File: config.mk
export PLATFORM = sky130hd
export DESIGN_NAME = cnt_share_sched_flat
export DESIGN_NICKNAME = d
export VERILOG_FILES = /design/src/rtl/cnt_share_sched_if.sv /design/src/rtl/cnt_share_sched.sv /design/src/flat_wrapper.sv
export SDC_FILE = /design/constraint.sdc
export NUM_CORES = 1
export LEC_CHECK = 0
export BUFFER_PORTS_ARGS = -buffer_cell sky130_fd_sc_hd__buf_2
export CORE_MARGIN = 2
export CORE_UTILIZATION = 40
export CTS_CLUSTER_DIAMETER = 50
export DETAILED_ROUTE_END_ITERATION = 16
export SLEW_MARGIN = 10
export SYNTH_ARGS = -nofsm -noshare
export SYNTH_HDL_FRONTEND = slang
export SYNTH_SLANG_ARGS = --single-unit
File: constraint.sdc
create_clock -name CLK -period 5.2 [get_ports CLK]
set_input_delay 1.3 -clock CLK [delete_from_list [all_inputs] [get_ports CLK]]
set_output_delay 1.3 -clock CLK [all_outputs]
set_load 0.02 [all_outputs]
File: src/rtl/cnt_share_sched_if.sv
// rtl/cnt_share_sched_if.sv - request/enable and counter-status bundle for cnt_share_sched
interface cnt_share_sched_if #(
    parameter int NREQ = 4,
    parameter int CW   = 3
);
    logic [NREQ-1:0]    REQ;
    logic [NREQ*CW-1:0] TERM;
    logic               ABORT;
    logic [NREQ-1:0]    GNT;
    logic [CW-1:0]      CNT;
    logic               BUSY;
    logic               DONE;
    logic               KILL;
    logic [2:0]         OWNER;

    modport master (
        output REQ, TERM, ABORT,
        input  GNT, CNT, BUSY, DONE, KILL, OWNER
    );

    modport slave (
        input  REQ, TERM, ABORT,
        output GNT, CNT, BUSY, DONE, KILL, OWNER
    );
endinterface

File: src/rtl/cnt_share_sched.sv
// rtl/cnt_share_sched.sv - round-robin owner of a shared modulo up-counter
module cnt_share_sched #(
    parameter int NREQ = 4,
    parameter int CW   = 3,
    parameter int WDOG = 7
) (
    input  logic              CLK,
    input  logic              RST,
    cnt_share_sched_if.slave  bus
);
    typedef enum logic [1:0] {S_IDLE, S_RUN, S_END} state_t;

    state_t            state_q, state_d;
    logic [NREQ-1:0]   gnt_q, gnt_d;
    logic [CW-1:0]     cnt_q, cnt_d;
    logic [CW-1:0]     term_q, term_d;
    logic [2:0]        owner_q, owner_d;
    logic [2:0]        ptr_q, ptr_d;
    logic [7:0]        wd_q, wd_d;
    logic              done_q, done_d;
    logic              kill_q, kill_d;

    logic [7:0]        req_pad;
    logic [CW-1:0]     term_arr [8];
    logic              sel_found;
    logic [2:0]        sel_idx;
    logic [3:0]        cand;
    logic              own_en;
    logic              at_term;
    logic              wd_hit;

    // Widen the request vector to 8 bits so a 3-bit index is always in range.
    assign req_pad = 8'(bus.REQ);

    // Unpack terminal values; unused slots read as zero.
    for (genvar i = 0; i < 8; i++) begin : g_term
        if (i < NREQ) begin : g_used
            assign term_arr[i] = bus.TERM[i*CW +: CW];
        end else begin : g_unused
            assign term_arr[i] = '0;
        end
    end

    assign own_en  = req_pad[owner_q];
    assign at_term = (cnt_q == term_q);
    assign wd_hit  = ((wd_q + 8'd1) == 8'(WDOG));

    // Round-robin search: nearest set request after the pointer, wrapping.
    always_comb begin
        sel_found = 1'b0;
        sel_idx   = '0;
        cand      = '0;
        for (int k = NREQ; k >= 1; k--) begin
            cand = {1'b0, ptr_q} + 4'(k);
            if (cand >= 4'(NREQ)) begin
                cand = cand - 4'(NREQ);
            end
            if (req_pad[cand[2:0]]) begin
                sel_found = 1'b1;
                sel_idx   = cand[2:0];
            end
        end
    end

    // State and datapath registers.
    always_ff @(posedge CLK or posedge RST) begin
        if (RST) begin
            state_q <= S_IDLE;
            gnt_q   <= '0;
            cnt_q   <= '0;
            term_q  <= '0;
            owner_q <= '0;
            ptr_q   <= 3'(NREQ - 1);
            wd_q    <= '0;
            done_q  <= 1'b0;
            kill_q  <= 1'b0;
        end else begin
            state_q <= state_d;
            gnt_q   <= gnt_d;
            cnt_q   <= cnt_d;
            term_q  <= term_d;
            owner_q <= owner_d;
            ptr_q   <= ptr_d;
            wd_q    <= wd_d;
            done_q  <= done_d;
            kill_q  <= kill_d;
        end
    end

    // Next state: abort beats terminal, terminal beats watchdog.
    always_comb begin
        state_d = state_q;
        case (state_q)
            S_IDLE: if (sel_found) state_d = S_RUN;
            S_RUN: begin
                if (bus.ABORT)                state_d = S_END;
                else if (own_en && at_term)   state_d = S_END;
                else if (!own_en && wd_hit)   state_d = S_END;
            end
            S_END:   state_d = S_IDLE;
            default: state_d = S_IDLE;
        endcase
    end

    // Next register values for grant, counter, watchdog and end pulses.
    always_comb begin
        gnt_d   = gnt_q;
        cnt_d   = cnt_q;
        term_d  = term_q;
        owner_d = owner_q;
        ptr_d   = ptr_q;
        wd_d    = wd_q;
        done_d  = 1'b0;
        kill_d  = 1'b0;
        case (state_q)
            S_IDLE: begin
                if (sel_found) begin
                    gnt_d   = {{(NREQ-1){1'b0}}, 1'b1} << sel_idx;
                    owner_d = sel_idx;
                    term_d  = term_arr[sel_idx];
                    cnt_d   = '0;
                    wd_d    = '0;
                end
            end
            S_RUN: begin
                if (state_d == S_END) begin
                    gnt_d  = '0;
                    cnt_d  = '0;
                    wd_d   = '0;
                    done_d = !bus.ABORT && own_en && at_term;
                    kill_d = !(!bus.ABORT && own_en && at_term);
                end else if (own_en) begin
                    cnt_d = cnt_q + CW'(1);
                    wd_d  = '0;
                end else begin
                    wd_d = wd_q + 8'd1;
                end
            end
            S_END: ptr_d = owner_q;
            default: ;
        endcase
    end

    assign bus.GNT   = gnt_q;
    assign bus.CNT   = cnt_q;
    assign bus.BUSY  = (state_q == S_RUN);
    assign bus.DONE  = done_q;
    assign bus.KILL  = kill_q;
    assign bus.OWNER = owner_q;
endmodule

File: src/flat_wrapper.sv
// flat-port wrapper written by rule: the top's interface ports become plain ports
module cnt_share_sched_flat 
#(
    parameter int NREQ = 4,
    parameter int CW   = 3,
    parameter int WDOG = 7
)
  (CLK, RST, bus_REQ, bus_TERM, bus_ABORT, bus_GNT, bus_CNT, bus_BUSY, bus_DONE, bus_KILL, bus_OWNER);
  cnt_share_sched_if #(.NREQ(NREQ), .CW(CW)) bus_i ();
  input  logic CLK;
  input  logic RST;
  input wire logic [$bits(bus_i.REQ)-1:0] bus_REQ;
  input wire logic [$bits(bus_i.TERM)-1:0] bus_TERM;
  input wire logic [$bits(bus_i.ABORT)-1:0] bus_ABORT;
  output wire logic [$bits(bus_i.GNT)-1:0] bus_GNT;
  output wire logic [$bits(bus_i.CNT)-1:0] bus_CNT;
  output wire logic [$bits(bus_i.BUSY)-1:0] bus_BUSY;
  output wire logic [$bits(bus_i.DONE)-1:0] bus_DONE;
  output wire logic [$bits(bus_i.KILL)-1:0] bus_KILL;
  output wire logic [$bits(bus_i.OWNER)-1:0] bus_OWNER;
  assign bus_i.REQ = bus_REQ;
  assign bus_i.TERM = bus_TERM;
  assign bus_i.ABORT = bus_ABORT;
  assign bus_GNT = bus_i.GNT;
  assign bus_CNT = bus_i.CNT;
  assign bus_BUSY = bus_i.BUSY;
  assign bus_DONE = bus_i.DONE;
  assign bus_KILL = bus_i.KILL;
  assign bus_OWNER = bus_i.OWNER;
  cnt_share_sched #(.NREQ(NREQ), .CW(CW), .WDOG(WDOG)) u_core (.CLK(CLK), .RST(RST), .bus(bus_i));
endmodule
# Word-level counts from Yosys, hierarchy flattened
# Cells that the tools add are included.
[word_totals]
regBits = 28
word_cells = 97
input_bits = 19
output_inout_bits = 13
[classes]
muxes = 45
reduce_logical = 13
n_eq_ne = 8
n_bitwise = 1
shift = 1
n_addsub = 10
order_cmp = 10
[op_table]
columns = ["cell", "n"]
rows = [
  ["two-way mux 3 bit", 13],
  ["two-way mux 8 bit", 3],
  ["less-than comparator 3 x 4 -> 1 bit (second input constant)", 5],
  [">= comparator 4 x 3 -> 1 bit (second input constant)", 4],
  ["case mux 8 bit (2 select lines)", 1],
  ["binary-select mux 1 bit (select 3 bit)", 5],
  ["two-way mux 1 bit", 13],
  ["subtractor 3 bit (second input constant)", 4],
  ["binary-select mux 3 bit (select 3 bit)", 1],
  ["adder 3 x 2 -> 4 bit (second input constant)", 2],
  ["adder 8 x 1 -> 8 bit (second input constant)", 1],
  ["== test 8 x 3 -> 1 bit (second input constant)", 1],
  ["two-way mux 2 bit", 4],
  ["two-way mux 4 bit", 2],
  ["case mux 4 bit (2 select lines)", 1],
  ["case mux 3 bit (2 select lines)", 1],
  ["AND reduction 3 bit", 2],
  ["adder 3 x 1 -> 4 bit (second input constant)", 1],
  ["adder 3 x 3 -> 4 bit (second input constant)", 1],
  ["== test 2 bit (second input constant)", 2],
  [">= comparator 4 bit (second input constant)", 1],
  ["logical AND 1 bit", 4],
  ["!= test 2 x 1 -> 1 bit (second input constant)", 2],
  ["NOT 3 -> 4 bit", 1],
  ["other kinds (10)", 13],
]

# Longest topological paths before layout
# Gate-level depths: netlist of the first run.
[depth]
ltp_word = 14
depth_mapped = 12

# Worst setup path before layout of the first run
# No wires, ideal clock.
[synth_timing]
path_kind = "input to register"
startpoint = "in bus_REQ[3]"
endpoint = "reg u_core.gnt_q[2] (netlist: u_core.bus.GNT[2])"
setup_time_ps = 121
setup_slack_ps = 2265
required_time_ps = 5079
path_buffers = 1
arrival_ps = 2814
cell_stages = 7
path_cell_list = "mux4_2 > nor2b_2 > nor4_1 > or3b_1 > buf_4 > nand2b_1 > a22o_1"
[synth_between]
elab_chain_len = 11
word_cells_on_any_way = 33
[synth_rtl]
columns = ["element", "line_no", "rtl"]
rows = [
  ["start, declared", "flat_wrapper.sv:12", "input wire logic [$bits(bus_i.REQ)-1:0] bus_REQ;"],
  ["binary-select mux 1 bit (select 3 bit) (on tied branches)", "cnt_share_sched.sv:58, cnt_share_sched.sv:44", ""],
  ["two-way mux 1 bit (on tied branches)", "cnt_share_sched.sv:58, cnt_share_sched.sv:44", ""],
  ["two-way mux 1 bit / zero test 1 bit (equally long branches)", "cnt_share_sched.sv:58, cnt_share_sched.sv:98", ""],
  ["two-way mux 1 bit / logical AND 1 bit (equally long branches)", "cnt_share_sched.sv:58, cnt_share_sched.sv:98", ""],
  ["two-way mux 1 bit / two-way mux 2 bit (equally long branches)", "cnt_share_sched.sv:58, cnt_share_sched.sv:98", ""],
  ["two-way mux 1 bit / two-way mux 2 bit (equally long branches)", "cnt_share_sched.sv:58, cnt_share_sched.sv:97", ""],
  ["two-way mux 2 bit (on tied branches)", "cnt_share_sched.sv:94, cnt_share_sched.sv:96", ""],
  ["case mux 2 bit (2 select lines)", "cnt_share_sched.sv:93", "case (state_q)"],
  ["== test 2 bit", "cnt_share_sched.sv:126", "if (state_d == S_END) begin"],
  ["!= test 2 x 1 -> 1 bit (no line)", "-", ""],
  ["AND reduction 3 bit (no line)", "-", ""],
  ["end signal, assigned", "cnt_share_sched.sv:79", "gnt_q <= gnt_d;"],
  ["end, declared", "cnt_share_sched.sv:14", "logic [NREQ-1:0] gnt_q, gnt_d;"],
]
# Parallel ways exist; a longest one is shown, timed or not. The select of a mux whose other input is x is not followed.
# A chain may end at the register's enable or synchronous reset.

# Worst setup path in the final report of the first run
[layout_timing]
startpoint = "reg u_core.ptr_q[0]"
endpoint = "reg u_core.cnt_q[0] (netlist: u_core.bus.CNT[0])"
[layout_between]
elab_chain_len = 14
word_cells_on_any_way = 36
[layout_rtl]
columns = ["element", "line_no", "rtl"]
rows = [
  ["start, declared", "cnt_share_sched.sv:18", "logic [2:0] ptr_q, ptr_d;"],
  ["start signal, assigned", "cnt_share_sched.sv:73", "ptr_q <= 3'(NREQ - 1);"],
  ["start signal, assigned", "cnt_share_sched.sv:83", "ptr_q <= ptr_d;"],
  ["adder 3 x 3 -> 4 bit", "cnt_share_sched.sv:54", "cand = {1'b0, ptr_q} + 4'(k);"],
  [">= comparator 4 x 3 -> 1 bit / subtractor 3 bit (equally long branches)", "cnt_share_sched.sv:55, cnt_share_sched.sv:56", ""],
  ["two-way mux 3 bit", "cnt_share_sched.sv:55", "if (cand >= 4'(NREQ)) begin"],
  ["binary-select mux 1 bit (select 3 bit)", "cnt_share_sched.sv:58", "if (req_pad[cand[2:0]]) begin"],
  ["two-way mux 1 bit (not written as such)", "cnt_share_sched.sv:58", ""],
  ["two-way mux 1 bit (3 in a row)", "cnt_share_sched.sv:58", ""],
  ["two-way mux 1 bit *", "cnt_share_sched.sv:58", ""],
  ["two-way mux 2 bit", "cnt_share_sched.sv:94", "S_IDLE: if (sel_found) state_d = S_RUN;"],
  ["case mux 2 bit (2 select lines)", "cnt_share_sched.sv:93", ""],
  ["== test 2 bit", "cnt_share_sched.sv:126", ""],
  ["!= test 3 x 1 -> 1 bit (no line) / two-way mux 3 bit (equally long branches)", "-", ""],
  ["AND reduction 3 bit (no line) / case mux 3 bit (2 select lines) (equally long branches)", "-", ""],
  ["end signal, assigned", "cnt_share_sched.sv:80", "cnt_q <= cnt_d;"],
  ["end, declared", "cnt_share_sched.sv:15", "logic [CW-1:0] cnt_q, cnt_d;"],
]
# Every way passes the cells marked *; elsewhere a longest branch is shown, timed or not. The select of a mux whose other input is x is not followed.

==> flow_summary.yaml, run 1 <==
clock_network:
  post_cts_resize_count: 0
  cts_buffers: 3
  cts.sinks: 28
  clockBufferDepth: 2
  number_of_setup_buffers_added_after_cts: 0
  ctsRootBufferMaster: "sky130_fd_sc_hd__clkbuf_8"
  cts.htree.levels: 1
  cts.hold.buffers_added: 0
  clk_pin_slew_ns: 0.10
  clkLatencyLatePin_ns: 0.28
  tritoncts_clock_tree: "yes"
worst_hold_path:
  min_delay_path_depth: 1
  min_to: "u_core.bus.GNT[0]$_DFFE_PP0P_"
  hold_start: "u_core.bus.GNT[0]$_DFFE_PP0P_"
  hp-class: "register to register"
synth:
  main_combinational_cell_family_by_area_after_synthesis: "compound AO/OA/AOI/OAI gates"
  yosysTopAreaCellShare_pct: 34.10
  synthXorXnorAreaFrac_pct: 2.754
  syn_area_per_cell_um2: 9.000
  post_synth_inst_count: 212
  yosys.area_share.adder_pct: 3.279
  synth_simple_gate_area_share_pct: 21.05
  synth_area_leaders: "sky130_fd_sc_hd__dfrtp_1 (34%), sky130_fd_sc_hd__nand2_1 (4.9%), sky130_fd_sc_hd__o21ai_0 (3.9%), sky130_fd_sc_hd__mux2i_1 (3.7%), sky130_fd_sc_hd__ha_1 (3.3%)"
  synth.net_count: 236
  synth_edf_count: 0
  synthesis.yosys.warnings: 0
  synth_ff_type: "sky130_fd_sc_hd__dfrtp_1"
  async_reset_ff_share_pct: 100.0
  netlist-cell-type-count: 53
  seq_area_frac_synth_pct: 36.85
  synthMuxAreaShare_pct: 7.803
  synth_area_leader_cell: "sky130_fd_sc_hd__dfrtp_1"
  synthesized_cell_area_um2: 1908
  compound_gate_fraction_of_synth_area_pct: 23.48
  synth.ff_latch_count: 28
global_routing:
  maximum_number_of_pins_on_one_net_before_global_route_repair: 29
  grt_first_pass_wirelength_um: 7176
  grt_remaining_overflow: 0
  grt_pass1_vias: 1527
  grt_usage_pct: 16.83
  grt_antenna_before_repair: 0
cells_and_area:
  fillCellCount: 463
  layout_commonest_cell: "sky130_fd_sc_hd__buf_2"
  area_growth_pct: 11.93
  antenna-diode-count: 0
  fin_area_um2: 2136
  nNetsFinal: 262
  final_layout_size_suffix_gt1_share_pct: 20.25
  mostFrequentLayoutCells: "sky130_fd_sc_hd__buf_2 (31), sky130_fd_sc_hd__dfrtp_1 (26), sky130_fd_sc_hd__nand2_1 (25), sky130_fd_sc_hd__o21ai_0 (15)"
  utilization_after_layout_pct: 45.83
  instances_no_fill: 291
floorplanning:
  placeableCoreArea_um2: 4661
  die_height_um: 73.07
  std_cell_rows: 25
  initial_core_util_pct: 40.94
  io-pin-count: 32
  die_x_um: 73.07
  fp.dieArea_um2: 5338
placement:
  pre_cts_ws_ns: 1.772
  placement.io_buffers: 31
  placed_cells_incl_taps: 287
  dpl.hpwl_um: 3073
  gpl.final_weighted_congestion: 0.8069
  placed_area_um2: 2081
critical_path:
  path_delay_family: "flip-flops"
  critical-path-max-stage-delay_ns: 0.80
  max_fanout_on_critical_path: 23
  crit_buf_inv: 1
  critPathKind: "register to register"
  crit_slowest_cell: "sky130_fd_sc_hd__dfstp_2"
  cp-start-kind: "register"
  worstReg2RegStart: "u_core.ptr_q[0]$_DFFE_PP1N_"
  worst_ep_required_time_ns: 5.37
  reg2reg_slack_ns: 1.88
  r2r_end: "u_core.bus.CNT[0]$_DFFE_PP0P_"
  critical_path.cell_chain: "inv_1, ha_1, mux2i_1, o21ai_1, and2_1, nor3_2, a21o_1, nand2b_1, mux2_1"
  worstSetupEndpointType: "register"
  ff2ff_path_depth: 9
  worst_ep_arrival_time_ns: 3.48
drt:
  post-route-drc-count: 0
  routed_via_density: 5.663
  drt-initial-drc-count: 89
  number_of_search_and_repair_iterations_in_the_first_detailed_routing_pass: 4
  ant_nets: 0
  vias: 1648
  routedWlPerCell_um: 14.36
  route.final.wire_length_um: 4178
sta:
  timing.final.crit_share_pct: 63.75
  final.setup.worst_slack_ns: 1.885
  setup_tns_ns: 0
  worst_slew_pin_slew_ns: 1.089
  grt_setup_unrepaired: "no"
  whs_ns: 0.5030
  skew_ns: 0.005561
  fmaxAchievable_mhz: 301.6
  slew_headroom_pct: 27.34
  slew_viol_final: 0
  final-hold-violation-count: 0
  finalSetupViolations: 0
  timing.final.crit_period_ns: 3.315
power:
  report.power.total_mw: 1.153
  vdd_drop_max_uv: 134.3
  pwr_density_cell_nw_per_um2: 539.7
  cellLeakagePower_nw: 0.9831
run_status:
  run_status: "complete, no violations"
job:
  drv.max_cap_violation_count: 0
[cell type report]
| class | instances | area (um^2) | area share [%] |
|---|---|---|---|
| Clock buffer | 4 | 55.05 | 2.578 |
| Multi-Input combinational cell | 163 | 1114 | 52.14 |
| Sequential cell | 28 | 703.2 | 32.92 |
| Tap cell | 54 | 67.56 | 3.163 |
| Inverter | 11 | 41.29 | 1.933 |
| Timing Repair Buffer | 31 | 155.1 | 7.264 |
[logic make-up (layout without fill, tap and decap cells)]
family | Yosys count | in the layout
xor gates and xnor gates | 6 | 6
muxes | 12 | 12
and+or+nand+nor | 75 | 75
AOI/OAI and AO/OA | 65 | 65
buffers and inverters | 21 | 46
adders and majority gates | 5 | 5
DFF | 28 | 28
[synth_stat cells, types with 2 or more instances]
cell type,instances
sky130_fd_sc_hd__nor2b_1,4
sky130_fd_sc_hd__mux2_1,2
sky130_fd_sc_hd__mux4_2,2
sky130_fd_sc_hd__dfstp_2,2
sky130_fd_sc_hd__a32o_1,2
sky130_fd_sc_hd__nand2_1,25
sky130_fd_sc_hd__buf_2,7
sky130_fd_sc_hd__a21o_1,2
sky130_fd_sc_hd__o21a_1,2
sky130_fd_sc_hd__nor3_1,5
sky130_fd_sc_hd__o31ai_1,5
sky130_fd_sc_hd__xor2_1,4
sky130_fd_sc_hd__mux2i_1,7
sky130_fd_sc_hd__a32oi_1,6
sky130_fd_sc_hd__and2_1,4
sky130_fd_sc_hd__clkbuf_1,2
sky130_fd_sc_hd__a21oi_1,9
sky130_fd_sc_hd__dfrtp_1,26
sky130_fd_sc_hd__xnor2_1,2
sky130_fd_sc_hd__o21ai_0,15
sky130_fd_sc_hd__o21ai_1,9
sky130_fd_sc_hd__inv_1,11
sky130_fd_sc_hd__nand3_1,9
sky130_fd_sc_hd__nor2_1,11
sky130_fd_sc_hd__nand2b_1,6
sky130_fd_sc_hd__ha_1,5
sky130_fd_sc_hd__a22o_1,2
[how the worst max path moves through the flow]
stage,startpoint,endpoint,slack (ns),cells after the start
5_1_grt,u_core.ptr_q[0]$_DFFE_PP1N_,u_core.bus.CNT[0]$_DFFE_PP0P_,1.64,9
3_3_place_gp,bus_REQ[3],u_core.bus.CNT[0]$_DFFE_PP0P_,1.82,8
4_1_cts,u_core.ptr_q[0]$_DFFE_PP1N_,u_core.bus.CNT[0]$_DFFE_PP0P_,1.88,9
3_5_place_dp,bus_REQ[3],u_core.bus.CNT[0]$_DFFE_PP0P_,1.77,8
2_1_floorplan,bus_REQ[3],u_core.bus.GNT[2]$_DFFE_PP0P_,2.27,7
6_report,u_core.ptr_q[0]$_DFFE_PP1N_,u_core.bus.CNT[0]$_DFFE_PP0P_,1.88,9
[registers in the layout, indices dropped and copies added, names as in the netlist]
register	flops
u_core.wd_q	8
u_core.bus.GNT	4
u_core.bus.CNT	3
u_core.bus.OWNER	3
u_core.ptr_q	3
u_core.term_q	3
u_core.state_q	2
u_core.bus.DONE	1
u_core.bus.KILL	1
[where the power goes]
part           switching [mW]  internal (mW)
Combinational           0.397          0.259
Clock                  0.0689         0.0679
Sequential             0.0775          0.283
Total                   0.543          0.610
[metal layers]
metal / global-route usage [%] / vias up / part of all wire, %
li1: - / 830 / -
met1: 23.41 / 780 / 47
met2: 27.43 / 33 / 48
met3: 1.796 / 5 / 3.4
met4: 5.350 / 0 / 1.2
met5: 0 / - / 0
[worst reg2reg max path, delay by kind of cell, from the launching register on]
kind | cells | cell delay [ns]
and+or+nand+nor | 3 | 0.69
muxes | 2 | 0.55
adders and majority gates | 1 | 0.46
buffers and inverters | 1 | 0.17
AOI/OAI and AO/OA | 2 | 0.54
DFF | 1 | 0.80
Power figures use the tool's default switching activity.
==> inputs of run 2 (changes only) <==
==> constraint.sdc (replaced) <==
create_clock -name CLK -period 3.3 [get_ports CLK]
set_input_delay 0.825 -clock CLK [delete_from_list [all_inputs] [get_ports CLK]]
set_output_delay 0.825 -clock CLK [all_outputs]
set_load 0.02 [all_outputs]
==> run 2 against run 1 <==
Effect of this change:
- worst hold slack improved by 0.0047 ns
- critical path type unchanged
- final area rose by 0.59%
- highest routed layer unchanged
- cell count is 1.0% higher
- critical endpoint is now u_core.term_q[1]$_DFFE_PP0P_
==> flow_summary.yaml, run 2 (synthesis results as in run 1) <==
floorplanning:
  io-pin-count: 32
  die_height_um: 73.07
  std_cell_rows: 25
  die_x_um: 73.07
  fp.dieArea_um2: 5338
  placeableCoreArea_um2: 4661
  initial_core_util_pct: 40.94
sta:
  skew_ns: 0.009265
  worst_slew_pin_slew_ns: 1.027
  timing.final.crit_period_ns: 2.758
  whs_ns: 0.5077
  setup_tns_ns: 0
  fmaxAchievable_mhz: 362.6
  grt_setup_unrepaired: "no"
  finalSetupViolations: 0
  final-hold-violation-count: 0
  slew_viol_final: 0
  slew_headroom_pct: 31.48
  timing.final.crit_share_pct: 83.58
placement:
  placement.io_buffers: 31
  gpl.final_weighted_congestion: 0.8811
  dpl.hpwl_um: 3084
drt:
  routed_via_density: 5.571
  drt-initial-drc-count: 63
  route.final.wire_length_um: 4098
  routedWlPerCell_um: 13.94
  post-route-drc-count: 0
  number_of_search_and_repair_iterations_in_the_first_detailed_routing_pass: 4
  vias: 1638
  ant_nets: 0
global_routing:
  grt_remaining_overflow: 0
  grt_usage_pct: 16.59
  grt_antenna_before_repair: 0
  maximum_number_of_pins_on_one_net_before_global_route_repair: 28
  grt_first_pass_wirelength_um: 6989
  grt_pass1_vias: 1536
clock_network:
  cts.hold.buffers_added: 0
  tritoncts_clock_tree: "yes"
  cts.htree.levels: 1
  ctsRootBufferMaster: "sky130_fd_sc_hd__clkbuf_8"
  clk_pin_slew_ns: 0.10
  post_cts_resize_count: 0
  clockBufferDepth: 2
  cts.sinks: 28
  cts_buffers: 3
  clkLatencyLatePin_ns: 0.27
  number_of_setup_buffers_added_after_cts: 0
critical_path:
  critical_path.cell_chain: "inv_1, ha_1, mux2i_1, o21ai_1, and2_1, a211oi_1, a21oi_1, mux2i_1, o21ai_1"
  cp-start-kind: "register"
  timing.critical_path.from: "u_core.ptr_q[1]$_DFFE_PP1N_"
  critPathKind: "register to register"
  path_delay_family: "compound AO/OA/AOI/OAI gates"
  worst_ep_required_time_ns: 3.46
  crit_slowest_cell: "sky130_fd_sc_hd__dfstp_2"
  r2r_end: "u_core.term_q[1]$_DFFE_PP0P_"
  worstSetupPathDepth: 9
  worstReg2RegStart: "u_core.ptr_q[1]$_DFFE_PP1N_"
  ff2ff_path_depth: 9
  critical-path-max-stage-delay_ns: 0.61
  crit_path_end: "u_core.term_q[1]$_DFFE_PP0P_"
  worstSetupEndpointType: "register"
  crit_buf_inv: 1
  max_fanout_on_critical_path: 8
  reg2reg_slack_ns: 0.54
  worst_ep_arrival_time_ns: 2.91
power:
  cellLeakagePower_nw: 0.9921
  pwr_density_cell_nw_per_um2: 841.0
  vdd_drop_max_uv: 279.5
  report.power.total_mw: 1.807
cells_and_area:
  multi_input_area_um2: 1114
  fillCellCount: 464
  final_layout_size_suffix_gt1_share_pct: 20.83
  mostFrequentLayoutCells: "sky130_fd_sc_hd__buf_2 (31), sky130_fd_sc_hd__dfrtp_1 (26), sky130_fd_sc_hd__nand2_1 (25), sky130_fd_sc_hd__o21ai_0 (15)"
  antenna-diode-count: 0
  final-seq-area_um2: 703.2
  nNetsFinal: 265
  largest_register_ff_count: 8
  layout_commonest_cell: "sky130_fd_sc_hd__buf_2"
  area_growth_pct: 12.59
  top_register: "u_core.wd_q"
job:
  drv.max_cap_violation_count: 0
worst_hold_path:
  hp-class: "register to register"
run_status:
  run_status: "complete, no violations"
-- run 2: cell types whose count changed in the layout (fill, tap and decap cells not counted), sizes merged --
cell / before / now
buf: 31 / 34
-- run 2: through the flow --
step / util (%) / std cells / instance area, um^2 / setup slack, ns
floorplan: - / 212 / 1908 / 0.6177
global placement: 45.13 / 290 / 2103 / 0.5256
detailed placement: 45.13 / 290 / 2103 / 0.4793
CTS: 46.09 / 294 / 2148 / 0.5431
global route: 46.09 / 294 / 2148 / 0.3189
finish: 46.09 / 294 / 2148 / 0.5420
-- run 2: final cells by class --
cell class	count	share of cell area, %
clock buffers	4	2.097
inverters	11	1.922
multi-input cells	163	51.83
flip-flops and latches	28	32.73
well taps	54	3.145
repair buffers	34	8.270
-- run 2: how the worst min path moves through the flow --
stage | start | endpoint | slack (ns) | depth (start not counted)
3_5_place_dp | u_core.bus.GNT[3]$_DFFE_PP0P_ | u_core.bus.GNT[3]$_DFFE_PP0P_ | 0.49 | 1
4_1_cts | u_core.bus.GNT[3]$_DFFE_PP0P_ | u_core.bus.GNT[3]$_DFFE_PP0P_ | 0.51 | 1
6_report | u_core.bus.GNT[3]$_DFFE_PP0P_ | u_core.bus.GNT[3]$_DFFE_PP0P_ | 0.51 | 1
2_1_floorplan | u_core.wd_q[4]$_DFFE_PP0P_ | u_core.wd_q[4]$_DFFE_PP0P_ | 0.47 | 1
5_1_grt | u_core.bus.GNT[3]$_DFFE_PP0P_ | u_core.bus.GNT[3]$_DFFE_PP0P_ | 0.53 | 1
3_3_place_gp | u_core.bus.GNT[3]$_DFFE_PP0P_ | u_core.bus.GNT[3]$_DFFE_PP0P_ | 0.49 | 1
-- run 2: metal layers --
layer	GRT usage [%]	wire length [um]	up-vias
met1	22.11	1947	781
met3	2.072	125	4
li1	-	-	828
met2	28.13	1982	25
met5	0	0	-
met4	4.938	44	0
-- run 2: worst register-to-register path, cell delays in order, from the launching register on --
cell,delay [ns]
sky130_fd_sc_hd__dfstp_2,0.61
sky130_fd_sc_hd__inv_1,0.09
sky130_fd_sc_hd__ha_1,0.37
sky130_fd_sc_hd__mux2i_1,0.15
sky130_fd_sc_hd__o21ai_1,0.20
sky130_fd_sc_hd__and2_1,0.22
sky130_fd_sc_hd__a211oi_1,0.07
sky130_fd_sc_hd__a21oi_1,0.58
sky130_fd_sc_hd__mux2i_1,0.29
sky130_fd_sc_hd__o21ai_1,0.08
-- run 2: where the power goes --
part	internal (mW)	switching, mW	total, mW	leakage, nW
clock network	0.0865	0.102	0.189	0.0228
logic	0.425	0.664	1.09	0.603
registers	0.445	0.0846	0.529	0.367
